[src/rtl/demux_pkg.sv]
// Shared defaults and select decoding for the 1-to-2 stream demultiplexer.
package demux_pkg;

  localparam int N_DEFAULT     = 32;
  localparam int DEPTH_DEFAULT = 2;
  localparam int CW_DEFAULT    = 16;

  typedef enum logic {
    PORT0 = 1'b0,
    PORT1 = 1'b1
  } port_sel_t;

endpackage

[src/rtl/fifo_sync.sv]
// Small synchronous FIFO with occupancy count; head word is read combinationally
// from the storage array, so there is no path from DIN to DOUT.
module fifo_sync #(
  parameter int n     = 32,
  parameter int DEPTH = 2
) (
  input  logic         CLOCK,
  input  logic         nRESET,
  input  logic         CLEAR,
  input  logic         PUSH,
  input  logic [n-1:0] DIN,
  input  logic         POP,
  output logic [n-1:0] DOUT,
  output logic         FULL,
  output logic         EMPTY
);

  localparam int AW = $clog2(DEPTH);
  localparam logic [AW:0]   FULL_CNT = (AW+1)'(DEPTH);
  localparam logic [AW:0]   CNT_ONE  = (AW+1)'(1);
  localparam logic [AW-1:0] PTR_ONE  = (AW)'(1);

  logic [n-1:0]  mem_q [DEPTH];
  logic [AW-1:0] rd_q, rd_d;
  logic [AW-1:0] wr_q, wr_d;
  logic [AW:0]   cnt_q, cnt_d;
  logic          do_push;
  logic          do_pop;

  // Push into a full FIFO is only legal when the head leaves in the same cycle.
  assign do_pop  = POP && !EMPTY && !CLEAR;
  assign do_push = PUSH && !CLEAR && (!FULL || do_pop);

  assign FULL  = (cnt_q == FULL_CNT);
  assign EMPTY = (cnt_q == '0);
  assign DOUT  = mem_q[rd_q];

  // Next pointers and occupancy; CLEAR flushes and overrides any handshake.
  always_comb begin
    rd_d  = rd_q;
    wr_d  = wr_q;
    cnt_d = cnt_q;
    if (CLEAR) begin
      rd_d  = '0;
      wr_d  = '0;
      cnt_d = '0;
    end else begin
      if (do_pop)  rd_d = rd_q + PTR_ONE;
      if (do_push) wr_d = wr_q + PTR_ONE;
      if (do_push && !do_pop)      cnt_d = cnt_q + CNT_ONE;
      else if (do_pop && !do_push) cnt_d = cnt_q - CNT_ONE;
    end
  end

  // Pointer and occupancy registers.
  always_ff @(posedge CLOCK or negedge nRESET) begin
    if (!nRESET) begin
      rd_q  <= '0;
      wr_q  <= '0;
      cnt_q <= '0;
    end else begin
      rd_q  <= rd_d;
      wr_q  <= wr_d;
      cnt_q <= cnt_d;
    end
  end

  // Storage; cleared on reset so an idle output reads zero.
  always_ff @(posedge CLOCK or negedge nRESET) begin
    if (!nRESET) begin
      for (int i = 0; i < DEPTH; i++) mem_q[i] <= '0;
    end else if (do_push) begin
      mem_q[wr_q] <= DIN;
    end
  end

endmodule

[src/rtl/demux2_stream.sv]
// Registered 1-to-2 stream demultiplexer: steers the input word to one of two
// independently buffered outputs and counts accepted words per output.
module demux2_stream
  import demux_pkg::*;
#(
  parameter int n     = N_DEFAULT,
  parameter int DEPTH = DEPTH_DEFAULT,
  parameter int CW    = CW_DEFAULT
) (
  input  logic          CLOCK,
  input  logic          nRESET,
  input  logic          S,
  input  logic [n-1:0]  D,
  input  logic          IN_VALID,
  output logic          IN_READY,
  output logic [n-1:0]  Y0,
  output logic [n-1:0]  Y1,
  output logic          VALID0,
  output logic          VALID1,
  input  logic          READY0,
  input  logic          READY1,
  output logic [CW-1:0] COUNT0,
  output logic [CW-1:0] COUNT1,
  input  logic          CLEAR
);

  localparam logic [CW-1:0] CW_ONE = (CW)'(1);

  port_sel_t     sel;
  logic          full0, full1;
  logic          empty0, empty1;
  logic          pop0, pop1;
  logic          push0, push1;
  logic          accept;
  logic          sel_full;
  logic          sel_drain;
  logic [CW-1:0] cnt0_q, cnt0_d;
  logic [CW-1:0] cnt1_q, cnt1_d;

  assign sel    = port_sel_t'(S);
  assign VALID0 = !empty0;
  assign VALID1 = !empty1;
  assign pop0   = VALID0 && READY0;
  assign pop1   = VALID1 && READY1;

  // Status of the selected output; a full FIFO still takes a word if its head leaves now.
  always_comb begin
    sel_full  = full0;
    sel_drain = pop0;
    if (sel == PORT1) begin
      sel_full  = full1;
      sel_drain = pop1;
    end
  end

  assign IN_READY = !CLEAR && (!sel_full || sel_drain);
  assign accept   = IN_VALID && IN_READY;
  assign push0    = accept && (sel == PORT0);
  assign push1    = accept && (sel == PORT1);

  // Per-output accepted-word counters, wrapping naturally.
  always_comb begin
    cnt0_d = cnt0_q;
    cnt1_d = cnt1_q;
    if (CLEAR) begin
      cnt0_d = '0;
      cnt1_d = '0;
    end else begin
      if (push0) cnt0_d = cnt0_q + CW_ONE;
      if (push1) cnt1_d = cnt1_q + CW_ONE;
    end
  end

  // Counter registers.
  always_ff @(posedge CLOCK or negedge nRESET) begin
    if (!nRESET) begin
      cnt0_q <= '0;
      cnt1_q <= '0;
    end else begin
      cnt0_q <= cnt0_d;
      cnt1_q <= cnt1_d;
    end
  end

  assign COUNT0 = cnt0_q;
  assign COUNT1 = cnt1_q;

  fifo_sync #(.n(n), .DEPTH(DEPTH)) u_fifo0 (
    .CLOCK (CLOCK),
    .nRESET(nRESET),
    .CLEAR (CLEAR),
    .PUSH  (push0),
    .DIN   (D),
    .POP   (pop0),
    .DOUT  (Y0),
    .FULL  (full0),
    .EMPTY (empty0)
  );

  fifo_sync #(.n(n), .DEPTH(DEPTH)) u_fifo1 (
    .CLOCK (CLOCK),
    .nRESET(nRESET),
    .CLEAR (CLEAR),
    .PUSH  (push1),
    .DIN   (D),
    .POP   (pop1),
    .DOUT  (Y1),
    .FULL  (full1),
    .EMPTY (empty1)
  );

endmodule

[config.mk]
export PLATFORM = sky130hd
export DESIGN_NAME = demux2_stream
export DESIGN_NICKNAME = d
export VERILOG_FILES = /design/src/rtl/demux_pkg.sv /design/src/rtl/fifo_sync.sv /design/src/rtl/demux2_stream.sv
export SDC_FILE = /design/constraint.sdc
export NUM_CORES = 1
export LEC_CHECK = 0
export ABC_AREA = 1
export CAP_MARGIN = 20
export CORE_MARGIN = 5
export CORE_UTILIZATION = 50
export DETAILED_ROUTE_END_ITERATION = 8
export PLACE_DENSITY_LB_ADDON = 0.25
export SYNTH_ARGS = -nofsm -noshare
export SYNTH_HDL_FRONTEND = slang
export SYNTH_SLANG_ARGS = --single-unit
[constraint.sdc]
create_clock -name CLOCK -period 2.4 [get_ports CLOCK]
set_input_delay 0.48 -clock CLOCK [delete_from_list [all_inputs] [get_ports CLOCK]]
set_output_delay 0.48 -clock CLOCK [all_outputs]
set_load 0.05 [all_outputs]
# ---- Yosys cells after proc, flatten, opt, wreduce, memory -nomap -nowiden
# Cells that the tools add are included.
dict set report word_totals {
  ff_bits 168
  input_bits 39
  out_inout_bits 99
  elab_cells 110
}
dict set report op_classes {
  addsub 10
  n_lt_le_gt_ge 6
  n_eq_ne 2
  n_mux 32
  bitwise 5
  reduce_logical 43
}
# operator count
set ops {}
lappend ops {{32-bit two-way mux} 8}
lappend ops {{64-bit bitwise mux} 2}
lappend ops {{32-bit demux with 1-bit select} 2}
lappend ops {{16-bit two-way mux} 4}
lappend ops {{16-bit by 1-bit adder with 16-bit output, second input constant} 2}
lappend ops {{1-bit logical AND} 20}
lappend ops {{2-bit two-way mux} 6}
lappend ops {{2-bit nonzero test} 6}
lappend ops {{1-bit logical NOT} 10}
lappend ops {{1-bit two-way mux} 10}
lappend ops {{2-bit >= comparator, second input constant} 4}
lappend ops {{1-bit inverter with 2-bit output} 4}
lappend ops {{3-bit nonzero test} 2}
lappend ops {{1-bit adder, second input constant} 4}
lappend ops {{2-bit by 1-bit adder with 2-bit output, second input constant} 2}
lappend ops {{2-bit == test, second input constant} 2}
lappend ops {{2-bit logical NOT} 2}
lappend ops {{2-bit by 1-bit < comparator with 1-bit output, second input constant} 2}
lappend ops {{2-bit by 1-bit subtractor with 2-bit output, second input constant} 2}
lappend ops {{1-bit logical OR} 3}
lappend ops {{1-bit inverter} 1}

# ---- Longest topological paths before layout
# Gate-level depths: netlist (run 1).
dict set report depth {
  word_depth 15
  ltp_mapped 12
  ltp_nobuf 11
}

# ---- By module
# A second synthesis (run 1) with hierarchy kept.
dict set report hier_totals {
  cells_unflattened 1086
  hier_area_um2 8405.6
}
# mod instances cells_each area_each_um2 seq_area_each_um2
set modules_own_cells {}
lappend modules_own_cells {fifo_sync 2 388 3155.5 1701.6}
lappend modules_own_cells {demux2_stream 1 310 2094.5 800.8}

# ---- Least setup slack after synthesis (run 1)
# OpenSTA, ideal clock, no wires.
dict set report synth_timing {
  kind {input port to flip-flop}
  start {input port READY1}
  end {register u_fifo1.mem_q[57] in the netlist's numbering}
  setup_time_ps 119
  t_arrival_ps 1718
  t_required_ps 2281
  setup_slack_ps 563
  cell_stages 11
  path_buffers 2
  path_cell_list {inv_1 nand2_1 nor2_1 nor2_4 nand3_2 inv_2 nand2_2 buf_6 buf_6 nand2_1 o21ai_2}
}
dict set report synth_via {
  elab_chain_len 8
  word_cells_on_any_way 11
  cone_classes {mux: 1; reduce/logical: 10}
}
# item line
set synth_lines {}
lappend synth_lines {{from (decl)} demux2_stream.sv:21} ;# input logic READY1,
lappend synth_lines {{1-bit logical AND} demux2_stream.sv:44} ;# assign pop1 = VALID1 && READY1;
lappend synth_lines {{1-bit two-way mux} demux2_stream.sv:50} ;# if (sel == PORT1) begin
lappend synth_lines {{1-bit logical OR} demux2_stream.sv:56} ;# assign IN_READY = !CLEAR && (!sel_full || sel_drain);
lappend synth_lines {{1-bit logical AND} demux2_stream.sv:56}
lappend synth_lines {{named net IN_READY} demux2_stream.sv:15} ;# output logic IN_READY,
lappend synth_lines {{1-bit logical AND} demux2_stream.sv:57} ;# assign accept = IN_VALID && IN_READY;
lappend synth_lines {{1-bit logical AND} demux2_stream.sv:59} ;# assign push1 = accept && (sel == PORT1);
lappend synth_lines {{1-bit logical AND (2 in series)} fifo_sync.sv:32} ;# assign do_push = PUSH && !CLEAR && (!FULL || do_pop);
lappend synth_lines {{to (signal, indexed assignment)} fifo_sync.sv:73} ;# mem_q[wr_q] <= DIN;
lappend synth_lines {{to (decl)} fifo_sync.sv:23} ;# logic [n-1:0] mem_q [DEPTH];
# The timed path passes the listed nets, and every way through them passes these cells.
# A chain may end at the register's enable or synchronous reset.

# ---- Final worst setup path (run 1)
dict set report layout_timing {
  start {register u_fifo1.cnt_q[1]}
  end {output port VALID1}
}
dict set report layout_via {
  elab_chain_len 2
}
# item line
set layout_lines {}
lappend layout_lines {{from (decl)} fifo_sync.sv:26} ;# logic [AW:0] cnt_q, cnt_d;
lappend layout_lines {{from (signal assigned)} fifo_sync.sv:64} ;# cnt_q <= cnt_d;
lappend layout_lines {{2-bit logical NOT} fifo_sync.sv:35} ;# assign EMPTY = (cnt_q == '0);
lappend layout_lines {{1-bit logical NOT} demux2_stream.sv:42} ;# assign VALID1 = !empty1;
lappend layout_lines {{to (decl)} demux2_stream.sv:19} ;# output logic VALID1,
# Every way passes these cells.

==> results of run 1 <==
[routing by layer]
| layer | up-vias | wire length, µm | share of wire | global-route usage |
|---|---|---|---|---|
| li1 | 3387 | - | - | - |
| met1 | 3173 | 8920 | 0.46 | 0.307 |
| met2 | 209 | 9000 | 0.46 | 0.349 |
| met3 | 22 | 1170 | 0.061 | 0.0494 |
| met4 | 2 | 238 | 0.012 | 0.0616 |
| met5 | - | 20 | 0.0010 | 0 |
[registers in the layout, summed over array words and instances, names as in the netlist]
name / flops
u_fifo1.mem_q: 64
COUNT0: 16
u_fifo1.cnt_q: 2
u_fifo0.wr_q: 1
COUNT1: 16
u_fifo0.mem_q: 64
u_fifo1.rd_q: 1
u_fifo1.wr_q: 1
u_fifo0.rd_q: 1
u_fifo0.cnt_q: 2
[cell families (layout without fill, tap and decap cells)]
| logic type | Yosys count | count (layout) |
|---|---|---|
| compound gates | 155 | 155 |
| xor+xnor | 17 | 17 |
| buf+inv | 118 | 259 |
| fa+ha+maj | 2 | 2 |
| simple gates | 523 | 523 |
| flops | 168 | 168 |
[per-stage QoR]
stage          total power, mW  setup slack (ps)  cells  cell area [µm²]
6_report                  10.1               151   1340            10000
2_1_floorplan             6.26               563    983             7900
3_3_place_gp              7.25               160   1308             9380
3_5_place_dp              7.31               105   1308             9380
5_1_grt                   10.6              60.3   1340            10000
4_1_cts                   10.2              34.0   1340            10000
[Yosys cell counts (all sizes together)]
| cell | number | area share |
|---|---|---|
| ha | 2 | 0.0032 |
| clkinv | 2 | 0.00095 |
| dfrtp | 168 | 0.53 |
| nor3 | 19 | 0.012 |
| buf | 25 | 0.025 |
| o21ai | 144 | 0.10 |
| a21oi | 6 | 0.0038 |
| nand4 | 16 | 0.013 |
| clkbuf | 23 | 0.011 |
| o21a | 1 | 0.00095 |
| xnor2 | 2 | 0.0022 |
| nor2 | 33 | 0.017 |
| o31ai | 3 | 0.0028 |
| nand2 | 425 | 0.20 |
| nand3 | 30 | 0.021 |
| o22ai | 1 | 0.00079 |
| xor2 | 15 | 0.017 |
| inv | 68 | 0.033 |
[what timing repair did]
action | CTS | global route
setup endpoints to repair | 7 | 1
hold buffers | 0 | 0
resized for setup | 1 | 1
[power by group]
part	total [mW]	internal [mW]	switching, mW
clock	2.86	1.75	1.11
combinational	3.43	1.06	2.37
sequential	3.81	3.46	0.348
[final timing paths]
path / startpoint / to / cells past startpoint
worst min-delay path: nRESET / COUNT1[9] / 1
min in group CLOCK: u_fifo1.mem_q[48] / u_fifo1.mem_q[48] / 2
worst max register to register: COUNT1[0] / COUNT1[12] / 7
worst max-delay path: u_fifo1.cnt_q[1] / VALID1 / 3
worst min register to register: u_fifo1.mem_q[48] / u_fifo1.mem_q[48] / 2
max in group asynchronous: nRESET / u_fifo1.mem_q[47] / 2
[area by class of cell]
| class | instances | area (µm²) |
|---|---|---|
| clock buffer | 21 | 480 |
| clock inverter | 11 | 144 |
| fill | 1378 | 5700 |
| inverter | 70 | 267 |
| multi-input combinational | 697 | 3160 |
| sequential | 168 | 4200 |
| tap | 216 | 270 |
| timing repair buffer | 157 | 1490 |
==> impl_metrics.yaml, run 1 <==
synth:
  synth_top_family_by_area: "simple AND/OR/NAND/NOR gates"
  yosys_warnings: 0
  ys_types: 30
  synth_xor_area_frac: 0.0188
  synth_seq_cells: 168
  avgSynthCellArea_um2: 8.04
  synth_compound_area_frac: 0.110
  ys_seq_area_frac: 0.532
  synthSimpleGateAreaFrac: 0.267
  synth_fa_ha_area_frac: 0.00317
  syn_area_um2: 7900
  syn-num-nets: 1024
  postSynthCellCount: 983
  synthMuxAreaShare: 0
clocking:
  path_clk_slew_ps: 60
  cts_buffers: 17
  cts_tree: "done"
  clk_latency_ps: 420
  cts_max_path_buffers: 2
  cts_sinks: 168
  htree_levels: 4
  cts_root_buffer: "clkbuf_16"
  post_cts_buffers: 0
flow_run:
  maxCapViolations: 0
power:
  power_density_nw_per_um2: 1010
  ir_worst_vdd_mv: 0.650
  p_leak_nw: 5.07
layout:
  drive_above_1_share: 0.135
  diodes: 0
  most-common-layout-cells: "nand2_1 (420), dfrtp_1 (168), o21ai_1 (77), buf_4 (75), clkdlybuf4s50_1 (70)"
  layout_commonest_cell: "nand2_1"
  final_util: 0.637
  syn_to_final_growth_pct: 26.6
  final_nets: 1152
route:
  ant_nets: 0
  routed_wl_mm: 19.4
  viasPerCell: 5.07
  firstDrtPassIters: 4
  wl_per_cell_um: 14.4
  drt_iter0_markers: 605
  drc: 0
  vias: 6793
sta:
  rsz0062_at_grt: "no"
  fmax_mhz: 445
  relSlewSlack: 0.606
  period_needed_ps: 2250
  fin_crit_sh: 0.937
  finalHoldViolCount: 1
  maxSlewViolCount: 0
  clock-skew-final_ps: 6.95
  setup_violations: 0
  tns_ps: 0
  holdWs_ps: -0.950
  worstMarginPinSlew_ps: 586
worst_hold_path:
  hp-class: "in2async"
worst_setup_path:
  path_max_fanout: 3
  cp_cell_sequence: "inv_1 > nand2_1 > clkdlybuf4s50_1"
  r2r_slack_ps: 520
  cp.required_ps: 1920
  cp_slowest_stage_delay_ps: 800
  cp_top_family: "buffers and inverters"
  crit_buf_inv: 2
  worst-setup-path-type: "reg2out"
  critPathLaunchType: "flop"
  slowest_stage: "clkdlybuf4s50_1"
  worstSetupEndpointType: "primary output"
  arrival_ps: 1770
placed_design:
  hpwl_mm: 12.9
  gp_congestion: 0.904
  portBuffers: 137
global_route:
  grt_pass1_vias: 6577
  grt_pass1_wl_mm: 32.4
  grt_overflow: 0
  grt_max_degree: 66
  grt_usage: 0.220
  antenna_found_initial: 1
status:
  violations: "hold timing"
  outcome: "finished with violations"
die:
  fp.dieH_um: 136
  core_region_area_um2: 15700
  io-pin-count: 138
  die-area_um2: 18400
  start_util: 0.503
  rows: 46
  die_w_um: 136
Power figures use the tool's default switching activity.
==> inputs of run 2 (changes only) <==
ABC_AREA = 0   (was 1)
CTS_BUF_LIST = sky130_fd_sc_hd__clkbuf_2 sky130_fd_sc_hd__clkbuf_4 sky130_fd_sc_hd__clkbuf_8   (was default)
==> run 2 against run 1 <==
The flow now finishes without violations. Global-route usage decreased by 2.2 points. Flip-flop and latch count stayed put. Clock power decreased by 41%. Worst hold slack gained 510 ps. Final area down 3.3%. Count of clock-buffer cells in the layout unchanged. Synthesized cell count is 43% lower. Register-to-register slack worse by 140 ps. Setup slack worse by 20 ps. Largest cell class unchanged. Largest power group unchanged.
==> impl_metrics.yaml, run 2 <==
sta:
  period_needed_ps: 2270
  fmax_mhz: 441
  fin_crit_sh: 0.945
  relSlewSlack: 0.622
  finalHoldViolCount: 0
  worstMarginPinSlew_ps: 567
  setup_violations: 0
  maxSlewViolCount: 0
  rsz0062_at_grt: "no"
  clock-skew-final_ps: 9.68
synth:
  yosys_warnings: 0
  yosysMostFrequentCell: "mux2_2"
  synthTopCellsByArea: "dfrtp_1 (55%), mux2_2 (28%), a21oi_1 (1.3%), xnor2_1 (1.3%), nor2_1 (0.94%)"
  syn-num-nets: 606
  yosys.area.top_type: "dfrtp_1"
  synth.top_cell.area_share: 0.552
  ys_async_sr_fraction: 1.00
  syn_area_um2: 7620
  synth_edf_count: 0
  synth_ff_type: "dfrtp_1"
  ys_types: 45
  postSynthCellCount: 565
  netlist_top_cells_count: "mux2_2 (192), dfrtp_1 (168), a21oi_1 (20), nor2_1 (19), nand2_1 (15)"
  avgSynthCellArea_um2: 13.5
  synth_seq_cells: 168
  ys_seq_area_frac: 0.552
worst_setup_path:
  worst-setup-path-type: "reg2out"
  reg2reg_depth: 5
  startpoint: "COUNT0[8]"
  cp.depth: 1
  critPathLaunchType: "flop"
  cp_top_family: "buffers and inverters"
  crit_buf_inv: 1
  r2r_slack_ps: 380
  cp.required_ps: 1920
  timing.rr.start: "u_fifo1.cnt_q[1]"
  cp_cell_sequence: "clkdlybuf4s50_1"
  worstSetupEndpointType: "primary output"
  setup.worst_path.end: "COUNT0[8]"
  path_max_fanout: 7
  arrival_ps: 1790
  timing.rr.end: "COUNT1[12]"
  slowest_stage: "clkdlybuf4s50_1"
  cp_slowest_stage_delay_ps: 850
power:
  p_leak_nw: 4.25
  power.share.clock: 0.216
  internal_power_mw: 5.16
  p_switching_mw: 2.71
  seq_power_share: 0.459
  combinationalPowerShare: 0.326
  power_density_nw_per_um2: 813
  swShare: 0.345
  ir_worst_vdd_mv: 0.563
route:
  firstDrtPassIters: 5
  wl_per_cell_um: 18.3
  vias: 5191
  drc: 0
  viasPerCell: 5.58
  drt_iter0_markers: 217
  ant_nets: 0
  routed_wl_mm: 17.0
clocking:
  cts_tree: "done"
  htree_levels: 4
  cts_buffers: 17
  cts_sinks: 168
  clk_latency_ps: 450
  post_cts_buffers: 0
  path_clk_slew_ps: 80
  cts_root_buffer: "clkbuf_8"
  cts_max_path_buffers: 2
layout:
  reg_top3: "u_fifo0.mem_q (64), u_fifo1.mem_q (64)"
  most-common-layout-cells: "mux2_2 (192), dfrtp_1 (166), buf_4 (94), clkdlybuf4s50_1 (69), a21oi_1 (20)"
  fill_cells: 1147
  final_nets: 773
  stdcell_area_um2: 9680
  diodes: 0
  layout_commonest_cell: "mux2_2"
  drive_above_1_share: 0.464
  stdcell_count: 931
  syn_to_final_growth_pct: 27.0
global_route:
  grt_max_degree: 59
  antenna_found_initial: 0
  grt_overflow: 0
  grt_usage: 0.198
  grt_pass1_vias: 5467
  grt_pass1_wl_mm: 28.3
placed_design:
  dpl_cell_area_um2: 9340
  hpwl_mm: 12.0
  gp_congestion: 0.851
  portBuffers: 137
  placed_cells: 900
flow_run:
  maxCapViolations: 0
die:
  start_util: 0.505
  die_w_um: 133
  fp.dieH_um: 133
  io-pin-count: 138
  rows: 45
  core_region_area_um2: 15100
  die-area_um2: 17800
worst_hold_path:
  hp-class: "reg2reg"
status:
  outcome: "completed"
-- run 2: worst min-delay path by stage --
stage          cells after the start  slack (ps)               from           endpoint
6_report                           1         510   u_fifo0.mem_q[0]   u_fifo0.mem_q[0]
5_1_grt                            1         520  u_fifo0.mem_q[11]  u_fifo0.mem_q[11]
4_1_cts                            1         510         COUNT0[15]         COUNT0[15]
3_5_place_dp                       1         490             nRESET         COUNT1[12]
3_3_place_gp                       1         480             nRESET         COUNT1[10]
2_1_floorplan                      0         180             nRESET          COUNT0[0]
-- run 2: cells by family after synthesis --
logic type / count (synthesis) / synth area share
fa+ha+maj: 2 / 0.00328
simple gates: 103 / 0.0805
mux: 192 / 0.284
flops: 168 / 0.552
buf+inv: 34 / 0.0215
xor+xnor: 18 / 0.0207
compound gates: 48 / 0.0386
-- run 2: layout make-up --
type                       instances  area (µm²)  area share
timing repair buffer             176        1620       0.167
clock inverter                     9        56.3     0.00582
multi-input combinational        363        3280       0.339
sequential                       168        4210       0.435
inverter                           6        22.5     0.00233
clock buffer                      21         264      0.0273
tap                              188         235      0.0243
-- run 2: metal layers --
metal | wire length, µm | vias to the layer above | track usage | part of all wire
met1 | 7330 | 2626 | 0.257 | 0.43
met5 | 0 | - | 0 | 0
met3 | 871 | 22 | 0.0453 | 0.051
met2 | 8550 | 149 | 0.327 | 0.50
li1 | - | 2394 | - | -
met4 | 299 | 0 | 0.0737 | 0.018
-- run 2: power groups by stage --
stage               clock, mW  combinational, mW  sequential, mW
floorplan                   0               1.85            3.59
global placement            0               2.55            3.62
detailed placement          0               2.59            3.67
CTS                      1.76               2.60            3.61
global route             1.88               2.72            3.67
finish                   1.70               2.57            3.61
-- run 2: repair_timing --
| item | 4_1_cts | 5_1_grt |
|---|---|---|
| hold buffers | 1 | 0 |
| gates resized for setup | 2 | 2 |
| endpoints found under the hold margin | 4 | 0 |
| endpoints found under the setup margin | 2 | 1 |
-- run 2: metrics by stage --
stage               hold slack (ps)  setup TNS, ps  setup WS (ps)  total power [mW]   util
floorplan                       184              0           28.6              5.43      -
global placement                478          -9.49          -9.49              6.16  0.619
detailed placement              487           -126          -60.9              6.26  0.619
CTS                             506              0           40.9              7.97  0.641
global route                    515              0           62.2              8.27  0.641
finish                          505              0            132              7.87  0.641
